File: config.mk
export PLATFORM = sky130hd
export DESIGN_NAME = uart_rx_ctrl
export DESIGN_NICKNAME = d
export VERILOG_FILES = /design/src/rtl/uart_rx_pkg.sv /design/src/rtl/uart_baud_tick_gen.sv /design/src/rtl/uart_rx_ctrl.sv
export SDC_FILE = /design/constraint.sdc
export NUM_CORES = 1
export LEC_CHECK = 0
export BUFFER_PORTS_ARGS = -buffer_cell sky130_fd_sc_hd__buf_4
export CAP_MARGIN = 20
export CORE_ASPECT_RATIO = 1.75
export CORE_MARGIN = 2
export CORE_UTILIZATION = 55
export DETAILED_ROUTE_END_ITERATION = 7
export HOLD_SLACK_MARGIN = 0.05
export PLACE_DENSITY = 0.75
export SLEW_MARGIN = 25
export SYNTH_ARGS = -nofsm -noshare
export SYNTH_HDL_FRONTEND = slang
export SYNTH_SLANG_ARGS = --single-unit
File: constraint.sdc
create_clock -name pclk -period 2.1 [get_ports pclk]
set_input_delay 0.21 -clock pclk [delete_from_list [all_inputs] [get_ports pclk]]
set_output_delay 0.21 -clock pclk [all_outputs]
set_load 0.01 [all_outputs]
File: src/rtl/uart_rx_pkg.sv
// Shared types and helpers for the UART receive controller.
package uart_rx_pkg;

    typedef enum logic [2:0] {
        IDLE,
        START,
        DATA,
        PARITY,
        STOP,
        WAIT_HIGH
    } uart_rx_state_e;

    typedef enum logic [1:0] {
        PAR_NONE,
        PAR_EVEN,
        PAR_ODD
    } uart_parity_e;

    // Folds the two parity parameters into a single mode value.
    function automatic uart_parity_e parityMode(input int enable, input int odd);
        if (enable == 0) begin
            return PAR_NONE;
        end
        return (odd != 0) ? PAR_ODD : PAR_EVEN;
    endfunction

    // Number of bit-centre samples taken across one complete frame.
    function automatic int frameSamples(input int dataWidth, input int parityEn, input int stopBits);
        return 1 + dataWidth + ((parityEn != 0) ? 1 : 0) + stopBits;
    endfunction

endpackage

File: src/rtl/uart_baud_tick_gen.sv
// Oversample tick divider: one tick every CLK_DIV pclk cycles.
module uart_baud_tick_gen
    import uart_rx_pkg::*;
#(
    parameter int CLK_DIV = 4
) (
    input  logic pclk,
    input  logic areset,
    input  logic clear,
    output logic tick
);

    localparam int CW = (CLK_DIV > 1) ? $clog2(CLK_DIV) : 1;
    localparam logic [CW-1:0] LAST = CW'(CLK_DIV - 1);
    // The clearing cycle already lies inside the start bit, so the new
    // period restarts one count in to keep the start sample on the half-bit.
    localparam logic [CW-1:0] RESTART = (CLK_DIV > 1) ? CW'(1) : CW'(0);

    logic [CW-1:0] count_q;

    // Free-running divider, realigned to the start edge when cleared.
    always_ff @(posedge pclk) begin
        if (areset) begin
            count_q <= '0;
        end else if (clear) begin
            count_q <= RESTART;
        end else if (count_q == LAST) begin
            count_q <= '0;
        end else begin
            count_q <= count_q + 1'b1;
        end
    end

    assign tick = (count_q == LAST);

endmodule

File: src/rtl/uart_rx_ctrl.sv
// UART receiver: synchroniser, oversampled frame FSM and held output register.
module uart_rx_ctrl
    import uart_rx_pkg::*;
#(
    parameter int CLK_DIV    = 4,
    parameter int OVERSAMPLE = 16,
    parameter int DATA_WIDTH = 8,
    parameter int PARITY_EN  = 0,
    parameter int PARITY_ODD = 0,
    parameter int STOP_BITS  = 1
) (
    input  logic                  pclk,
    input  logic                  areset,
    input  logic                  rx,
    output logic [DATA_WIDTH-1:0] rx_data,
    output logic                  rx_valid,
    input  logic                  rx_ready,
    output logic                  parity_err,
    output logic                  framing_err,
    output logic                  overrun_err,
    output logic                  busy
);

    localparam int SW = $clog2(OVERSAMPLE);
    localparam int BW = $clog2(DATA_WIDTH + 1);
    localparam logic [SW-1:0] HALF_LAST = SW'(OVERSAMPLE / 2 - 1);
    localparam logic [SW-1:0] FULL_LAST = SW'(OVERSAMPLE - 1);
    localparam logic [BW-1:0] DATA_LAST = BW'(DATA_WIDTH - 1);
    localparam logic [BW-1:0] STOP_LAST = BW'(STOP_BITS - 1);
    localparam uart_parity_e  PAR_MODE  = parityMode(PARITY_EN, PARITY_ODD);
    localparam logic          ODD_SENSE = (PAR_MODE == PAR_ODD);

    logic rxMeta_q, rxSync_q, rxPrev_q;
    logic rxS, rxFall;
    logic tick, tickClear, sampleNow;

    uart_rx_state_e        state_q, state_d;
    logic [SW-1:0]         sampleCnt_q, sampleCnt_d;
    logic [BW-1:0]         bitCnt_q, bitCnt_d;
    logic [DATA_WIDTH-1:0] shift_q, shift_d;
    logic                  parErr_q, parErr_d;
    logic                  frmErr_q, frmErr_d;
    logic                  done_q, done_d;
    logic                  busy_q;

    logic [DATA_WIDTH-1:0] data_q;
    logic                  valid_q, parOut_q, frmOut_q, overrun_q;

    assign rxS    = rxSync_q;
    assign rxFall = rxPrev_q & ~rxS;

    // Two-flop synchroniser plus one delayed copy for start-edge detection; idle line is high.
    always_ff @(posedge pclk) begin
        if (areset) begin
            rxMeta_q <= 1'b1;
            rxSync_q <= 1'b1;
            rxPrev_q <= 1'b1;
        end else begin
            rxMeta_q <= rx;
            rxSync_q <= rxMeta_q;
            rxPrev_q <= rxSync_q;
        end
    end

    uart_baud_tick_gen #(
        .CLK_DIV (CLK_DIV)
    ) u_tick (
        .pclk   (pclk),
        .areset (areset),
        .clear  (tickClear),
        .tick   (tick)
    );

    assign sampleNow = tick && ((state_q == START) ? (sampleCnt_q == HALF_LAST)
                                                   : (sampleCnt_q == FULL_LAST));

    // Frame FSM next-state: sample positions, deserialisation and per-frame error capture.
    always_comb begin
        state_d     = state_q;
        sampleCnt_d = sampleCnt_q;
        bitCnt_d    = bitCnt_q;
        shift_d     = shift_q;
        parErr_d    = parErr_q;
        frmErr_d    = frmErr_q;
        done_d      = 1'b0;
        tickClear   = 1'b0;

        if (tick && (state_q inside {START, DATA, PARITY, STOP})) begin
            sampleCnt_d = sampleNow ? '0 : sampleCnt_q + 1'b1;
        end

        case (state_q)
            IDLE: begin
                if (rxFall) begin
                    state_d     = START;
                    tickClear   = 1'b1;
                    sampleCnt_d = '0;
                    bitCnt_d    = '0;
                    parErr_d    = 1'b0;
                    frmErr_d    = 1'b0;
                end
            end
            START: begin
                if (sampleNow) begin
                    state_d = rxS ? IDLE : DATA;
                end
            end
            DATA: begin
                if (sampleNow) begin
                    shift_d = {rxS, shift_q[DATA_WIDTH-1:1]};
                    if (bitCnt_q == DATA_LAST) begin
                        bitCnt_d = '0;
                        state_d  = (PAR_MODE == PAR_NONE) ? STOP : PARITY;
                    end else begin
                        bitCnt_d = bitCnt_q + 1'b1;
                    end
                end
            end
            PARITY: begin
                if (sampleNow) begin
                    parErr_d = (^shift_q) ^ rxS ^ ODD_SENSE;
                    state_d  = STOP;
                end
            end
            STOP: begin
                if (sampleNow) begin
                    if (!rxS) begin
                        frmErr_d = 1'b1;
                    end
                    if (bitCnt_q == STOP_LAST) begin
                        bitCnt_d = '0;
                        done_d   = 1'b1;
                        state_d  = rxS ? IDLE : WAIT_HIGH;
                    end else begin
                        bitCnt_d = bitCnt_q + 1'b1;
                    end
                end
            end
            WAIT_HIGH: begin
                if (rxS) begin
                    state_d = IDLE;
                end
            end
            default: begin
                state_d = IDLE;
            end
        endcase
    end

    // Frame FSM state, counters, shift register and registered busy flag.
    always_ff @(posedge pclk) begin
        if (areset) begin
            state_q     <= IDLE;
            sampleCnt_q <= '0;
            bitCnt_q    <= '0;
            shift_q     <= '0;
            parErr_q    <= 1'b0;
            frmErr_q    <= 1'b0;
            done_q      <= 1'b0;
            busy_q      <= 1'b0;
        end else begin
            state_q     <= state_d;
            sampleCnt_q <= sampleCnt_d;
            bitCnt_q    <= bitCnt_d;
            shift_q     <= shift_d;
            parErr_q    <= parErr_d;
            frmErr_q    <= frmErr_d;
            done_q      <= done_d;
            busy_q      <= (state_d != IDLE);
        end
    end

    // Output holding register: loads completed frames, drops them on overrun, clears on handshake.
    always_ff @(posedge pclk) begin
        if (areset) begin
            data_q    <= '0;
            valid_q   <= 1'b0;
            parOut_q  <= 1'b0;
            frmOut_q  <= 1'b0;
            overrun_q <= 1'b0;
        end else begin
            overrun_q <= 1'b0;
            if (done_q) begin
                if (valid_q && !rx_ready) begin
                    overrun_q <= 1'b1;
                end else begin
                    data_q   <= shift_q;
                    parOut_q <= parErr_q;
                    frmOut_q <= frmErr_q;
                    valid_q  <= 1'b1;
                end
            end else if (valid_q && rx_ready) begin
                valid_q  <= 1'b0;
                parOut_q <= 1'b0;
                frmOut_q <= 1'b0;
            end
        end
    end

    assign rx_data     = data_q;
    assign rx_valid    = valid_q;
    assign parity_err  = parOut_q;
    assign framing_err = frmOut_q;
    assign overrun_err = overrun_q;
    assign busy        = busy_q;

endmodule

# [Word level (Yosys, flattened, before mapping)]
# Cells that the tools add are included.
[classes] addsub=3 n_eq_ne=15 n_mux=41 bitwise=7 n_reduce_logical=23
[op_table] cell="$mux 4" n=9
[op_table] cell="$mux 3" n=9
[op_table] cell="$mux 1" n=18
[op_table] cell="$pmux 3 s6" n=1
[op_table] cell="$ne 2x2->1 const B" n=6
[op_table] cell="$pmux 4 s3" n=1
[op_table] cell="$add 4x1->4 const B" n=2
[op_table] cell="$eq 4x3->1 const B" n=2
[op_table] cell="$reduce_and 4->1" n=2
[op_table] cell="$reduce_xor 8->1" n=1
[op_table] cell="$eq 3x2->1 const B" n=2
[op_table] cell="$eq 3x3->1 const B" n=2
[op_table] cell="$reduce_and 2->1" n=3
[op_table] cell="$reduce_bool 2->1" n=3
[op_table] cell="$reduce_bool 3->1" n=2
[op_table] cell="$reduce_or 3->1" n=2
[op_table] cell="$not 1->1" n=5
[op_table] cell="$eq 4x4->1 const B" n=1
[op_table] cell="$logic_and 1x1->1" n=4
[op_table] cell="$logic_not 4->1" n=1
[op_table] cell="$pmux 1 s2" n=2
[op_table] cell="$reduce_bool 4->1" n=1
[op_table] cell="$eq 3x1->1 const B" n=1
[op_table] cell="$logic_not 3->1" n=1
[op_table] cell="8 further kinds" n=8
[totals] ff_bits=40 in_bits=4 out_inout_bits=13

# [Logic depth before layout (Yosys ltp)]
[depth] word_depth=7 depth_mapped=7

# [Cells and area by module]
# Synthesis repeated with hierarchy kept, for this count alone.
[unflattened] cells_unflattened=208 hier_area_um2=1860.5
[by_module_without_submodules] mod="uart_rx_ctrl" n_inst=1 cells_each=202 area_per_inst_um2=1779.2
[by_module_without_submodules] mod="uart_baud_tick_gen" n_inst=1 cells_each=6 area_per_inst_um2=81.3

# [Least setup slack after synthesis]
# Ideal clock, no wire load.
[synth_timing] path_type="reg-to-reg" startpoint="reg u_tick.count_q[0]" endpoint="reg shift_q[0]" setup_time_ns=0.129 arrival_time_ns=1.402 t_required_ns=1.971 slack_ns=0.569 path_stages_with_launch=7 path_buffers=0 synth_period_minus_slack_ns=1.531 path_cell_list="dfxtp_1 -> ha_1 -> and3_2 -> nand3_1 -> nor2_4 -> mux2i_1 -> nor2_1"
[synth_between] elab_chain_len=3
[synth_rtl] element="start: declaration" line="uart_baud_tick_gen.sv:19" source="logic [CW-1:0] count_q;"
[synth_rtl] element="start signal: assignment" line="uart_baud_tick_gen.sv:30" source="count_q <= count_q + 1'b1;"
[synth_rtl] element="$eq 2x2->1" line="uart_baud_tick_gen.sv:34" source="assign tick = (count_q == LAST);"
[synth_rtl] element="$logic_and 1x1->1" line="uart_rx_ctrl.sv:74" source="assign sampleNow = tick && ((state_q == START) ? (sampleCnt_q == HALF_LAST)"
[synth_rtl] element="$reduce_and 2->1 (no line)"
[synth_rtl] element="end signal: assignment" line="uart_rx_ctrl.sv:165" source="shift_q <= shift_d;"
[synth_rtl] element="end: declaration" line="uart_rx_ctrl.sv:40" source="logic [DATA_WIDTH-1:0] shift_q, shift_d;"
# Every way passes these cells.
# A chain may end at the register's enable or synchronous reset.

# [Worst setup path in the final report]
[layout_timing] startpoint="reg state_q[1]" endpoint="reg bitCnt_q[1]"
[layout_between] elab_chain_len=5
[layout_rtl] element="start: declaration" line="uart_rx_ctrl.sv:37" source="uart_rx_state_e state_q, state_d;"
[layout_rtl] element="start signal: assignment" line="uart_rx_ctrl.sv:162" source="state_q <= state_d;"
[layout_rtl] element="$eq 3x1->1" line="uart_rx_ctrl.sv:74"
[layout_rtl] element="$mux 1" line="uart_rx_ctrl.sv:74"
[layout_rtl] element="$logic_and 1x1->1" line="uart_rx_ctrl.sv:74"
[layout_rtl] element="$ne 2x2->1 (no line)"
[layout_rtl] element="$reduce_and 4->1 (no line)"
[layout_rtl] element="end signal: assignment" line="uart_rx_ctrl.sv:164" source="bitCnt_q <= bitCnt_d;"
[layout_rtl] element="end: declaration" line="uart_rx_ctrl.sv:39" source="logic [BW-1:0] bitCnt_q, bitCnt_d;"
# Several ways; a longest one is shown, not always the timed one.

==> flow_metrics.py <==
metrics = {
    "status": {
        "run_status": "complete, no violations",
    },
    "clock_tree": {
        "postCtsSetupBuffers": 0,
        "cts.sinks": 40,
        "clock_tree.root_cell": "sky130_fd_sc_hd__clkbuf_8",
        "cts_hold_buffers": 0,
        "cts_tree": "yes",
        "h-tree-depth": 2,
        "max-clock-path-buffers": 2,
        "worst_skew_pair.late_latency_ns": 0.29,
        "cts.clk_slew.worst_paths_ns": 0.07,
        "postcts_resize_cnt": 0,
        "total_clock_buffers_created_by_cts": 5,
    },
    "place": {
        "hpwl_um": 2868,
        "numPortBuffers": 16,
        "gp_congestion": 0.7753,
        "dp_slack_ns": 0.3102,
    },
    "synthesis": {
        "synth.yosys.warnings": 0,
        "synth_area_leader_cell": "sky130_fd_sc_hd__dfxtp_1",
        "ys_async_sr_fraction_pct": 0,
        "yosys-top-cells-area": "sky130_fd_sc_hd__dfxtp_1, sky130_fd_sc_hd__mux2i_1, sky130_fd_sc_hd__a21oi_1",
        "synth.ff_latch_count": 40,
        "mappedNetlistNets": 211,
        "ys_seq_area_share_pct": 42.27,
        "post_synth_edffs": 0,
        "synth_flop_cell": "sky130_fd_sc_hd__dfxtp_1",
        "synth_cells": 203,
        "synth.lib_cells_used.distinct": 54,
        "syn_area_cell_um2": 9.332,
        "synth_area_um2": 1894,
        "synth_largest_type_area_fraction_pct": 42.27,
    },
    "setup_path": {
        "worst-endpoint-arrival_ns": 2.07,
        "critical_path_required_ns": 2.34,
        "setup.worst_path.end_class": "flop",
        "cp-start-kind": "flop",
        "crit_type": "flop to flop",
        "crit_fanout": 14,
    },
    "route": {
        "viasPerCell": 5.766,
        "routed-via-count": 1505,
        "drt_iter0_markers": 31,
        "detail_route.drc_violations": 0,
        "detailedRoute.firstPassIterationCount": 4,
        "drt.antenna.violating_nets": 0,
        "routedWlPerCell_um": 14.74,
        "drt-total-wl_um": 3847,
    },
    "sta": {
        "hold_viol_final": 0,
        "final.setup.worst_slack_ns": 0.2646,
        "max_slew_margin_pct": 62.42,
        "drv_slew": 0,
        "setup_total_negative_slack_ns": 0,
        "grt_setup_unrepaired": "false",
        "finalSetupViolCount": 0,
        "worst-slew-pin-transition_ns": 0.5559,
        "time_the_final_worst_path_needs_with_i_o_delays_and_setup_ns": 1.835,
        "worst_clock_skew_ns": 0.003031,
        "max_freq_mhz": 544.8,
        "share_of_the_clock_period_used_by_the_worst_path_after_layout_pct": 87.40,
    },
    "global_route": {
        "grt_pass1_wl_um": 6299,
        "grt_usage_pct": 20.63,
        "antenna_found_initial": 0,
        "maximum_number_of_pins_on_one_net_before_global_route_repair": 40,
        "first_global_vias": 1441,
        "grt_overflow_total": 0,
    },
    "layout": {
        "antenna_diode_instance_count": 0,
        "layout-drive-gt1-share_pct": 19.91,
        "final_core_utilization_pct": 63.16,
        "multiInputGateArea_um2": 1005,
        "finalNetCount": 223,
        "fillCellCount": 290,
        "regArea_um2": 800.8,
        "area_delta_synth_final_pct": 10.96,
    },
    "power_and_ir_drop": {
        "cellLeakagePower_uw": 0.0007678,
        "vdd_ir_drop_max_mv": 0.6100,
        "p_per_area_nw_per_um2": 668.9,
        "report.power.total_uw": 1406,
    },
    "die": {
        "coreArea_um2": 3328,
        "dieHeight_um": 81.64,
        "fp-row-count": 28,
        "die_x_um": 48.37,
        "pin_count": 17,
        "dieArea_um2": 3948,
        "floorplan.initialDensity_pct": 56.92,
    },
    "job": {
        "drv_cap": 0,
    },
    "hold_path": {
        "timing.hold.worst.class": "primary input to flop",
    },
}
flip-flops by register name, indices dropped and copies added (netlist names):
register and cells:
done_q 1, framing_err 1, sampleCnt_q 4, rx_data 8, rxS 1, bitCnt_q 4
busy 1, parErr_q 1, rx_valid 1, parity_err 1, rxPrev_q 1, frmErr_q 1
u_tick.count_q 2, state_q 3, rxMeta_q 1, shift_q 8, overrun_err 1
worst max-delay path, cell delays in order (launching register included):
cell and delay (ns):
sky130_fd_sc_hd__dfxtp_1 0.47, sky130_fd_sc_hd__nor4b_1 0.59, sky130_fd_sc_hd__a31oi_2 0.13, sky130_fd_sc_hd__nor2_4 0.19
sky130_fd_sc_hd__mux2_4 0.32, sky130_fd_sc_hd__nor2_2 0.07
cells by family (layout without fill, tap and decap cells):
group           after synthesis  count (layout)  share of synthesized area (%)
xor+xnor                     12              12                          6.342
buf+inv                      17              30                          4.689
simple gates                 83              83                          25.69
compound gates               37              37                          12.81
mux                          10              10                          5.548
fa+ha+maj                     4               4                          2.642
flops                        40              40                          42.27
metrics by stage:
stage,instances,area [um2],hold slack (ns)
detailed placement,253,2008,0.3999
global placement,253,2008,0.3973
finish,261,2102,0.1028
global route,261,2102,0.09798
CTS,261,2102,0.09725
floorplan,203,1894,0.2945
cells in the final DEF, fill, tap and decap left out, types with 2 or more instances in the layout:
master and instances:
sky130_fd_sc_hd__nor4b_1 2, sky130_fd_sc_hd__or2_2 4, sky130_fd_sc_hd__nand2_1 11, sky130_fd_sc_hd__nor2_4 2
sky130_fd_sc_hd__dfxtp_1 40, sky130_fd_sc_hd__a31oi_1 2, sky130_fd_sc_hd__and2b_2 2, sky130_fd_sc_hd__nand2b_1 5
sky130_fd_sc_hd__buf_4 17, sky130_fd_sc_hd__nand3_1 15, sky130_fd_sc_hd__nand4b_1 2, sky130_fd_sc_hd__mux2i_1 9
sky130_fd_sc_hd__a32oi_1 2, sky130_fd_sc_hd__o21ai_0 4, sky130_fd_sc_hd__nor2_1 19, sky130_fd_sc_hd__o31ai_1 3
sky130_fd_sc_hd__xnor2_1 8, sky130_fd_sc_hd__ha_1 4, sky130_fd_sc_hd__or4_1 2, sky130_fd_sc_hd__inv_1 5
sky130_fd_sc_hd__nor3_1 4, sky130_fd_sc_hd__xor2_1 2, sky130_fd_sc_hd__a21oi_1 15, sky130_fd_sc_hd__clkbuf_8 6
sky130_fd_sc_hd__nand4_1 3
path summary, 6_finish.rpt:
kind / start / cells after the start / endpoint / slack (ns)
worst max-delay path: state_q[1]$_SDFF_PP0_ / 5 / bitCnt_q[1]$_SDFFE_PP0P_ / 0.26
worst max register to register: state_q[1]$_SDFF_PP0_ / 5 / bitCnt_q[1]$_SDFFE_PP0P_ / 0.26
worst min-delay path: rx / 2 / rxMeta_q$_SDFF_PP1_ / 0.10
worst min register to register: rxMeta_q$_SDFF_PP1_ / 1 / rxS$_SDFF_PP1_ / 0.42
power by group:
| group | total (uW) | internal [uW] | switching, uW |
|---|---|---|---|
| sequential | 785 | 771 | 13.7 |
| clock | 532 | 267 | 266 |
| combinational | 89.1 | 39.5 | 49.6 |
| total | 1410 | 1080 | 329 |
layer usage:
layer	GRT usage, %	routed length, um	vias up
met5	0	0	-
met4	11.71	93	0
met2	41.94	2210	21
met3	3.636	83	8
met1	19.00	1460	737
li1	-	-	739
cells in the mapped netlist, types with 3 or more instances:
library cell and number:
sky130_fd_sc_hd__o21ai_0 4, sky130_fd_sc_hd__nand3_1 15, sky130_fd_sc_hd__nand4_1 3, sky130_fd_sc_hd__nand2b_1 5, sky130_fd_sc_hd__nor3_1 4, sky130_fd_sc_hd__o31ai_1 3, sky130_fd_sc_hd__inv_1 5, sky130_fd_sc_hd__mux2i_1 9
sky130_fd_sc_hd__buf_1 3, sky130_fd_sc_hd__or2_2 4, sky130_fd_sc_hd__nor2_1 19, sky130_fd_sc_hd__ha_1 4, sky130_fd_sc_hd__xnor2_1 8, sky130_fd_sc_hd__nand2_1 11, sky130_fd_sc_hd__a21oi_1 15, sky130_fd_sc_hd__dfxtp_1 40
sky130_fd_sc_hd__clkbuf_1 3
layout make-up:
type	count	area share (%)
Multi-Input combinational cell	146	47.80
Sequential cell	40	38.10
Timing Repair Buffer	17	6.071
Clock buffer	7	4.107
Tap cell	45	2.679
Inverter	5	0.8929
Clock inverter	1	0.3571
Power figures use the tool's default switching activity.
